<file path="config.mk">
export PLATFORM = sky130hd
export DESIGN_NAME = gpio_in_dev_io_flat
export DESIGN_NICKNAME = d
export VERILOG_FILES = /design/src/rtl/gpio_in_dev_io_if.sv /design/src/rtl/gpio_in_dev_io.sv /design/src/flat_wrapper.sv
export SDC_FILE = /design/constraint.sdc
export NUM_CORES = 1
export LEC_CHECK = 0
export BUFFER_PORTS_ARGS = -buffer_cell sky130_fd_sc_hd__clkbuf_2
export CORE_MARGIN = 5
export CORE_UTILIZATION = 45
export CTS_CLUSTER_DIAMETER = 30
export DETAILED_ROUTE_END_ITERATION = 8
export GPL_TIMING_DRIVEN = 0
export PLACE_DENSITY = 0.75
export SLEW_MARGIN = 20
export SYNTH_ARGS = -nofsm -noshare
export SYNTH_HDL_FRONTEND = slang
export SYNTH_SLANG_ARGS = --single-unit
</file>
<file path="constraint.sdc">
create_clock -name clk -period 9.8 [get_ports clk]
set_input_delay 0 -clock clk [delete_from_list [all_inputs] [get_ports clk]]
set_output_delay 0 -clock clk [all_outputs]
set_load 0.01 [all_outputs]
</file>
<file path="src/rtl/gpio_in_dev_io_if.sv">
// rtl/gpio_in_dev_io_if.sv - GPIO input device read bus (strobe, word select, read data).
interface gpio_in_dev_io_if;
  logic        GPIOe0000000_re;
  logic [1:0]  addr;
  logic [31:0] Peripheral_out;

  modport master (output GPIOe0000000_re, output addr, input Peripheral_out);
  modport slave  (input GPIOe0000000_re, input addr, output Peripheral_out);
endinterface

</file>
<file path="src/rtl/gpio_in_dev_io.sv">
// rtl/gpio_in_dev_io.sv - switch/button input port: sync, debounce, sticky events, read-to-clear status.
// Optional level interrupt output enabled by macro GPIO_IN_IRQ_EN.
module gpio_in_dev_io #(
  parameter int DB_CYCLES = 4,
  parameter int CNT_W     = 16
) (
  input  logic       clk,
  input  logic       rst,
  input  logic [7:0] sw,
  input  logic [3:0] btn,
`ifdef GPIO_IN_IRQ_EN
  output logic       irq,
`endif
  gpio_in_dev_io_if.slave bus
);

  localparam logic [15:0] DB_LAST = 16'(DB_CYCLES - 1);

  logic [7:0]       r_sw_m, r_sw_s, r_sw_db;
  logic [3:0]       r_btn_m, r_btn_s, r_btn_db;
  logic [15:0]      r_sw_cnt;
  logic [15:0]      r_btn_cnt [4];
  logic [3:0]       r_pend;
  logic             r_sw_chg;
  logic [CNT_W-1:0] r_press_cnt;

  logic       w_sw_upd;
  logic [3:0] w_btn_upd;
  logic [3:0] w_btn_rise;
  logic [2:0] w_rise_cnt;
  logic       w_clr;

  assign w_sw_upd = (r_sw_s != r_sw_db) && (r_sw_cnt == DB_LAST);
  assign w_clr    = bus.GPIOe0000000_re && (bus.addr == 2'd1);

  always_comb begin
    w_btn_upd  = 4'b0;
    w_rise_cnt = 3'd0;
    for (int i = 0; i < 4; i++) begin
      w_btn_upd[i] = (r_btn_s[i] != r_btn_db[i]) && (r_btn_cnt[i] == DB_LAST);
      w_rise_cnt   = w_rise_cnt + {2'b0, w_btn_upd[i] & r_btn_s[i]};
    end
    w_btn_rise = w_btn_upd & r_btn_s;
  end

  always_ff @(negedge clk or posedge rst) begin
    if (rst) begin
      r_sw_m      <= '0;
      r_sw_s      <= '0;
      r_btn_m     <= '0;
      r_btn_s     <= '0;
      r_sw_db     <= '0;
      r_btn_db    <= '0;
      r_sw_cnt    <= '0;
      for (int i = 0; i < 4; i++) r_btn_cnt[i] <= '0;
      r_pend      <= '0;
      r_sw_chg    <= 1'b0;
      r_press_cnt <= '0;
    end else begin
      r_sw_m  <= sw;
      r_sw_s  <= r_sw_m;
      r_btn_m <= btn;
      r_btn_s <= r_btn_m;

      // Count only while the synchronised value disagrees with the debounced one.
      if (r_sw_s == r_sw_db) begin
        r_sw_cnt <= '0;
      end else if (w_sw_upd) begin
        r_sw_db  <= r_sw_s;
        r_sw_cnt <= '0;
      end else begin
        r_sw_cnt <= r_sw_cnt + 16'd1;
      end

      for (int i = 0; i < 4; i++) begin
        if (r_btn_s[i] == r_btn_db[i]) begin
          r_btn_cnt[i] <= '0;
        end else if (w_btn_upd[i]) begin
          r_btn_db[i]  <= r_btn_s[i];
          r_btn_cnt[i] <= '0;
        end else begin
          r_btn_cnt[i] <= r_btn_cnt[i] + 16'd1;
        end
      end

      // A set on the same edge as a status read survives the clear.
      r_pend      <= (w_clr ? 4'b0 : r_pend) | w_btn_rise;
      r_sw_chg    <= (w_clr ? 1'b0 : r_sw_chg) | w_sw_upd;
      r_press_cnt <= r_press_cnt + {{(CNT_W-3){1'b0}}, w_rise_cnt};
    end
  end

`ifdef GPIO_IN_IRQ_EN
  always_ff @(negedge clk or posedge rst) begin
    if (rst) irq <= 1'b0;
    else     irq <= r_sw_chg | (|r_pend);
  end
`endif

  always_comb begin
    case (bus.addr)
      2'd0:    bus.Peripheral_out = {20'h0, r_btn_db, r_sw_db};
      2'd1:    bus.Peripheral_out = {27'h0, r_sw_chg, r_pend};
      2'd2:    bus.Peripheral_out = 32'(r_press_cnt);
      default: bus.Peripheral_out = 32'h5357_0001;
    endcase
  end

endmodule

</file>
<file path="src/flat_wrapper.sv">
// flat-port wrapper written by rule: the top's interface ports become plain ports
module gpio_in_dev_io_flat 
#(
  parameter int DB_CYCLES = 4,
  parameter int CNT_W     = 16
)
  (clk, rst, sw, btn, bus_GPIOe0000000_re, bus_addr, bus_Peripheral_out);
  gpio_in_dev_io_if bus_i ();
  input  logic clk;
  input  logic rst;
  input  logic [7:0] sw;
  input  logic [3:0] btn;
  input wire logic [$bits(bus_i.GPIOe0000000_re)-1:0] bus_GPIOe0000000_re;
  input wire logic [$bits(bus_i.addr)-1:0] bus_addr;
  output wire logic [$bits(bus_i.Peripheral_out)-1:0] bus_Peripheral_out;
  assign bus_i.GPIOe0000000_re = bus_GPIOe0000000_re;
  assign bus_i.addr = bus_addr;
  assign bus_Peripheral_out = bus_i.Peripheral_out;
  gpio_in_dev_io #(.DB_CYCLES(DB_CYCLES), .CNT_W(CNT_W)) u_core (.clk(clk), .rst(rst), .sw(sw), .btn(btn), .bus(bus_i));
endmodule
</file>
Yosys cells after proc, flatten, opt, wreduce, memory -nomap -nowiden

Cells that the tools add are included.

Input port bits: 17
Register bits after elaboration: 137
Output and inout port bits: 32
Word-level logic and storage cells: 80

Reduce and logical (&&, ||, !) cells: 12
Add/subtract/negate cells: 9
Equal/unequal tests: 17
Bitwise logic cells: 12
Multiplexer cells: 13

Operators by type and width:

| cell                                                              | number |
|---|---|
| 16-bit 2-to-1 mux                                                 | 10 |
| 31-bit case mux with 3 select lines                               | 1 |
| 16-bit by 1-bit adder with 16-bit output (second input constant)  | 5 |
| 16-bit by 2-bit == test with 1-bit output (second input constant) | 5 |
| 16-bit by 3-bit adder with 16-bit output                          | 1 |
| 2-bit AND reduction                                               | 5 |
| 8-bit == test                                                     | 1 |
| 8-bit != test                                                     | 1 |
| 3-bit by 1-bit adder with 3-bit output                            | 2 |
| 1-bit logical AND                                                 | 6 |
| 1-bit inverter                                                    | 5 |
| 1-bit bitwise AND                                                 | 4 |
| 4-bit bitwise AND                                                 | 1 |
| 1-bit == test                                                     | 4 |
| 4-bit 2-to-1 mux                                                  | 1 |
| 1-bit != test                                                     | 4 |
| 4-bit bitwise OR                                                  | 1 |
| 1-bit by 1-bit adder with 2-bit output                            | 1 |
| 2-bit by 1-bit == test with 1-bit output (second input constant)  | 1 |
| 2-bit == test (second input constant)                             | 1 |
| 2-bit zero test                                                   | 1 |
| 1-bit 2-to-1 mux                                                  | 1 |
| 1-bit bitwise OR                                                  | 1 |

Longest topological paths before layout

Gate-level depths: netlist of the first run.

Word-level depth: 7
Gate-level depth with buffers: 15
Depth with buffers taken out: 15

==> results of run 1 <==
==> per-layer routing <==
layer  part of all wire  vias up
met2               0.49       99
met1               0.44     2265
li1                   -     2195
met5                  0        -
met4              0.016        0
met3              0.049       22
==> worst max-delay path by stage <==
stage,cells after the start,start,end
5_1_grt,4,u_core.r_sw_db[0],bus_Peripheral_out[0]
4_1_cts,3,u_core.r_press_cnt[4],bus_Peripheral_out[4]
6_report,4,u_core.r_sw_db[0],bus_Peripheral_out[0]
3_3_place_gp,2,rst,u_core.r_btn_cnt[4]
3_5_place_dp,3,u_core.r_press_cnt[4],bus_Peripheral_out[4]
2_1_floorplan,1,rst,u_core.r_btn_cnt[0]
==> report_power, final <==
part           switching (mW)  internal, mW  total, mW  leakage, nW
registers              0.0707         0.649      0.719         1.81
clock network           0.233         0.418      0.651        0.302
logic                   0.154         0.110      0.264         1.24
==> area by class of cell <==
| class | instances | area, sq um |
|---|---|---|
| Sequential cell | 137 | 3430 |
| Buffer | 27 | 159 |
| Tap cell | 180 | 225 |
| Fill cell | 1188 | 6430 |
| Clock buffer | 20 | 467 |
| Multi-Input combinational cell | 426 | 2740 |
| Clock inverter | 12 | 148 |
| Inverter | 26 | 105 |
| Timing Repair Buffer | 41 | 228 |
==> metrics by stage <==
stage | total power, mW | hold slack (ps) | utilization | worst slack, ps
2_1_floorplan | 0.901 | 130 | - | 1390
3_3_place_gp | 0.970 | 295 | 0.492 | 191
3_5_place_dp | 0.990 | 296 | 0.494 | 3740
4_1_cts | 1.65 | 303 | 0.538 | 3320
5_1_grt | 1.71 | 314 | 0.538 | 3260
6_report | 1.63 | 300 | 0.538 | 3350
==> synth_stat cells (all sizes together) <==
master,n,area [sq um]
a31o,1,8.76
nand4,23,150
buf,17,121
a211oi,1,7.51
a21o,4,30.0
or3b,2,17.5
o21ba,1,10.0
xnor2,54,473
nor3,24,120
fa,2,40.0
nor2,91,342
or3,5,36.3
a21oi,10,53.8
or4b,1,10.0
o2111ai,1,8.76
or4,2,15.0
dfrtn,137,3430
ha,10,125
o41ai,1,8.76
o31ai,2,15.0
nand2b,1,6.26
nor4,23,144
and3,7,43.8
xor2,34,298
inv,26,97.6
o21a,1,7.51
nor4b,5,43.8
mux2,12,135
nand2,32,120
mux2i,11,110
and4,4,35.0
a21bo,1,10.0
and2,7,43.8
clkbuf,10,37.5
nor2b,4,25.0
nand3,28,140
conb,1,3.75
nor3b,3,22.5
o21ai,7,35.0
or2,4,25.0
==> state kept, by name, summed over array words and instances (netlist names) <==
signal	cells
u_core.r_pend	4
u_core.r_sw_cnt	16
u_core.r_btn_cnt	64
u_core.r_press_cnt	16
u_core.r_sw_m	8
u_core.r_sw_s	8
u_core.r_sw_db	8
u_core.r_btn_s	4
u_core.r_sw_chg	1
u_core.r_btn_db	4
u_core.r_btn_m	4
==> kinds of logic (layout without fill, tap and decap cells) <==
family / after synthesis / after routing / share of synthesized area
adder cells (fa/ha/maj): 12 / 12 / 0.0258
XOR/XNOR: 88 / 88 / 0.120
flip-flops: 137 / 137 / 0.535
multiplexers: 23 / 23 / 0.0383
AND/OR/NAND/NOR: 266 / 266 / 0.209
AO/OA/AOI/OAI: 30 / 30 / 0.0305
other: 1 / 7 / 0.000585
buffers and inverters: 53 / 126 / 0.0400
==> results.md, run 1 <==
- Status: completed
- Worst Path Buf+Inv: 1
- Clk_skew: 6.32 ps
- CTS sink cnt: 137
- Core Rows: between 40 and 50
- Routed len/inst: about 14 um
- Clock slew at reported path FFs: about 40 ps
- Layout overhead on the synthesized area: 17.1%
- WS Path Type: reg -> out
- IO Pins: 49
- Setup Total Neg Slack: 0 ps
- First-pass GRT wire length: 21500 um
- Inst Count DP: approximately 840
- Initial DRC count: 242
- I/O Buffers: 40
- GRT met3 Usage: 0.0478
- Detailed-route via count: 4581
- Global route total overflow: 0
- Drt first pass iters: 5
- DRC: 0
- Final wirelength: 12500 um
- Clock buffer depth: 2
- Post-CTS sizing: 0
- Worst path slowest cell: dfrtn_1
- Vias in the first global route: 4569
- CP max stage delay: 440 ps
- Synth Instances: 610
- Mean Syn Cell Area: 10.5 sq um
- Number of setup buffers added after CTS: 0
- Crit. End Element: output pin
- Fin. max-slew vios: 0
- Maximum vdd drop: 163 uV
- Hold path start: u_core.r_sw_m[3]
- R2r startpoint: u_core.r_btn_cnt[48]
- Met1 layer usage reported by global route: 0.207
- H-tree depth: 4
- Met2 usage: 0.259
- Final Hold Vio Count: 0
- Finished Layout Cells: 869
- Most frequent cells in the layout: dfrtn_1 (137), nor2_1 (91), xnor2_1 (54)
- Seq/Total Area, Yosys: 0.535
- Placer Congestion: 0.838
- CP delay by family, top: flip-flops
- Dpl hpwl: between 8000 and 9000 um
- DRT antenna net count: 0
- Most common cell after layout, fill and taps aside: dfrtn_1
- Worst Hold Endpoint: u_core.r_sw_s[3]
- TritonCTS clock tree: yes
- Design area: 7500 sq um
- Worst EP required: 9800 ps
- Core area: 13900 sq um
- Peak-usage layer in the global routing report: met2
- Largest net degree at the start of global routing: 89
- Max-cap check violation count: 0
- Routed vias/inst: 5.27
- Synth Warn #: 0
- R2R Setup Slk: 5810 ps
- Share of layout cells above drive strength 1: 0.163
- Hold Path Depth: 0
- CTS root buf: clkbuf_16
- Mapped Area: 6400 sq um
- PwrDens: 218 nW/um^2
- Post-synthesis cell type count: 46
- Max_slew headroom: 0.517
- RSZ-0062 raised after global routing: no
- GRT Total Usage: 0.161
- Initial core utilization: 0.460
- Hold Crit Class: reg -> reg
- Worst setup SP type: flip-flop
- Leak Pwr: 3.35 nW
- RR Endpoint: u_core.r_press_cnt[11]
- Initial antenna violation count: 0
- DP Area: 6890 sq um
- Cts hold-fix bufs: 0
- CTS Buf Count: 17
- Chip height: 129 um
- Final Setup Violations: 0
- Reg2Reg Depth: 14
- CP cell instances: nor2b_1 -> a211oi_1 -> a21oi_1 -> clkbuf_2
- Synthesized flop and latch total: 137
- Die width: about 130 um
- CP max FO: 3
- Die area: 16700 sq um
- Crit path DAT: 6450 ps
- Inserted Diodes: 0
- Worst skew pair latency: 400 ps
- Worst-Margin Slew: about 730 ps
- # nets final: 705
(Power assumes the default switching activity.)
==> run 2: changes to the inputs <==
==> constraint.sdc (replaced) <==
create_clock -name clk -period 6.1 [get_ports clk]
set_input_delay 0 -clock clk [delete_from_list [all_inputs] [get_ports clk]]
set_output_delay 0 -clock clk [all_outputs]
set_load 0.01 [all_outputs]
==> run 2 against run 1 <==
  * Clock-buffer cell count is 1 lower
  * Sequential share of layout area is 0.21 points lower
  * Sequential power is 60% higher
  * Critical path depth is 1 lower
  * Final cell count is 0.12% higher
  * Largest cell class unchanged
  * Critical path type unchanged
  * Worst setup slack worse by 1800 ps
  * Combinational power is 60% higher
  * Via count is 1.5% lower
  * First-iteration DRC count is 72% higher
  * Register-to-register slack worse by 3800 ps
  * Highest routed layer unchanged
==> results.md, run 2 (synthesized netlist as in run 1, its figures left out) <==
- Max FFs per register: 64 (unchanged)
- Final wirelength: 12500 um (about the same)
- Crit path DAT: 4580 ps (was 6450 ps)
- Fin. max-slew vios: 0 (unchanged)
- Hold Path Depth: 0 (unchanged)
- Placer Congestion: 0.870 (was 0.838)
- Initial DRC count: 416 (was 242)
- I/O Buffers: 40 (unchanged)
- CTS Buf Count: 17 (unchanged)
- Worst EP required: 6100 ps (was 9800 ps)
- Dpl hpwl: 8990 um (was 8810 um)
- Clock buffer depth: 2 (unchanged)
- CP Launch Point: u_core.r_press_cnt[3] (was u_core.r_sw_db[0])
- First-pass GRT wire length: 21700 um (was 21500 um)
- Max_slew headroom: 0.565 (was 0.517)
- Max-cap check violation count: 0 (unchanged)
- CP max FO: 6 (was 3)
- WS Path Type: reg -> out (unchanged)
- Number of setup buffers added after CTS: 0 (unchanged)
- Maximum vdd drop: 244 uV (was 163 uV)
- Inserted Diodes: 0 (unchanged)
- CTS sink cnt: 137 (unchanged)
- Setup Total Neg Slack: 0 ps (unchanged)
- Overall power: 2.62 mW (was 1.63 mW)
- Final Setup Violations: 0 (unchanged)
- Initial antenna violation count: 0 (unchanged)
- Worst setup SP type: flip-flop (unchanged)
- Hold Crit Class: reg -> reg (unchanged)
- Worst skew pair latency: 400 ps (about the same)
- Clk_skew: 8.17 ps (was 6.32 ps)
- Core area: 13900 sq um (unchanged)
- Layout overhead on the synthesized area: 17.7% (was 17.1%)
- Design area: 7540 sq um (was 7500 sq um)
- Most common cell after layout, fill and taps aside: dfrtn_1 (unchanged)
- Initial core utilization: 0.460 (unchanged)
- IO Pins: 49 (unchanged)
- GRT Total Usage: 0.164 (was 0.161)
- Vias in the first global route: 4575 (was 4569)
- Share of layout cells above drive strength 1: 0.164 (was 0.163)
- Clock slew at reported path FFs: 40 ps (about the same)
- # nets final: 708 (was 705)
- Hold path start: u_core.r_sw_m[1] (was u_core.r_sw_m[3])
- PwrDens: 347 nW/um^2 (was 218 nW/um^2)
- Worst-Margin Slew: 652 ps (was 725 ps)
- Die area: 16700 sq um (unchanged)
- DRC: 0 (unchanged)
- Global route total overflow: 0 (unchanged)
- Detailed-route via count: 4514 (was 4581)
- Biggest register: u_core.r_btn_cnt (unchanged)
- RSZ-0062 raised after global routing: no (unchanged)
- Post-CTS sizing: 0 (unchanged)
- H-tree depth: 4 (unchanged)
- Hold Slack: 294 ps (was 300 ps)
- TritonCTS clock tree: yes (unchanged)
- DRT antenna net count: 0 (unchanged)
- Core Rows: 43 (unchanged)
- Reg2Reg Depth: 14 (unchanged)
- Drt first pass iters: 4 (was 5)
- Routed len/inst: 14.4 um (about the same)
- Crit. End Element: output pin (unchanged)
- Status: completed (unchanged)
- Die width: 129 um (unchanged)
- R2r startpoint: u_core.r_btn_cnt[48] (unchanged)
- Largest net degree at the start of global routing: 37 (was 89)
- Routed vias/inst: 5.19 (was 5.27)
- Biggest regs: u_core.r_btn_cnt (64), u_core.r_press_cnt (16), u_core.r_sw_cnt (16) (unchanged)
- Most frequent cells in the layout: dfrtn_1 (137), nor2_1 (91), xnor2_1 (54) (unchanged)
- Final Hold Vio Count: 0 (unchanged)
- Chip height: 129 um (unchanged)
- DP Area: 6940 sq um (was 6890 sq um)
- Cts hold-fix bufs: 0 (unchanged)
- Leak Pwr: 3.35 nW (about the same)
- CTS root buf: clkbuf_16 (unchanged)
[run 2: final timing paths]
check	end	slack, ps
min in group asynchronous	u_core.r_btn_cnt[38]	2440
hold reg to reg	u_core.r_sw_s[1]	290
max in group asynchronous	u_core.r_btn_cnt[62]	2980
setup / recovery	bus_Peripheral_out[3]	1520
hold / removal	u_core.r_sw_s[1]	290
setup reg to reg	u_core.r_press_cnt[15]	2030
[run 2: per-layer routing]
layer  global-route usage  vias up  part of all wire
li1                     -     2199                 -
met1                0.213     2180              0.44
met2                0.255      116              0.47
met3               0.0499       19             0.063
met4               0.0692        0             0.020
met5                    0        -                 0
[run 2: final cells by class]
type | instances | area (sq um)
Fill cell | 1171 | 6400
Sequential cell | 137 | 3430
Multi-Input combinational cell | 426 | 2740
Clock buffer | 19 | 453
Timing Repair Buffer | 44 | 280
Tap cell | 180 | 225
Buffer | 27 | 159
Clock inverter | 11 | 148
Inverter | 26 | 101
[run 2: per-stage QoR]
stage	cells	util	setup WS, ps
final	870	0.541	1520
after global routing	870	0.541	1430
after CTS	870	0.541	1520
after detailed placement	840	0.498	1940
after global placement	836	0.492	724
after floorplan	616	-	1450
[run 2: worst max-delay path, cell delays in order (launching register included)]
cell and delay [ps]:
dfrtn_1 490, mux2i_1 130, o21ai_0 300, clkbuf_2 200
[run 2: power breakdown]
| part | switching (mW) | internal, mW |
|---|---|---|
| logic | 0.243 | 0.179 |
| clock network | 0.386 | 0.659 |
| registers | 0.109 | 1.04 |
| total | 0.739 | 1.88 |
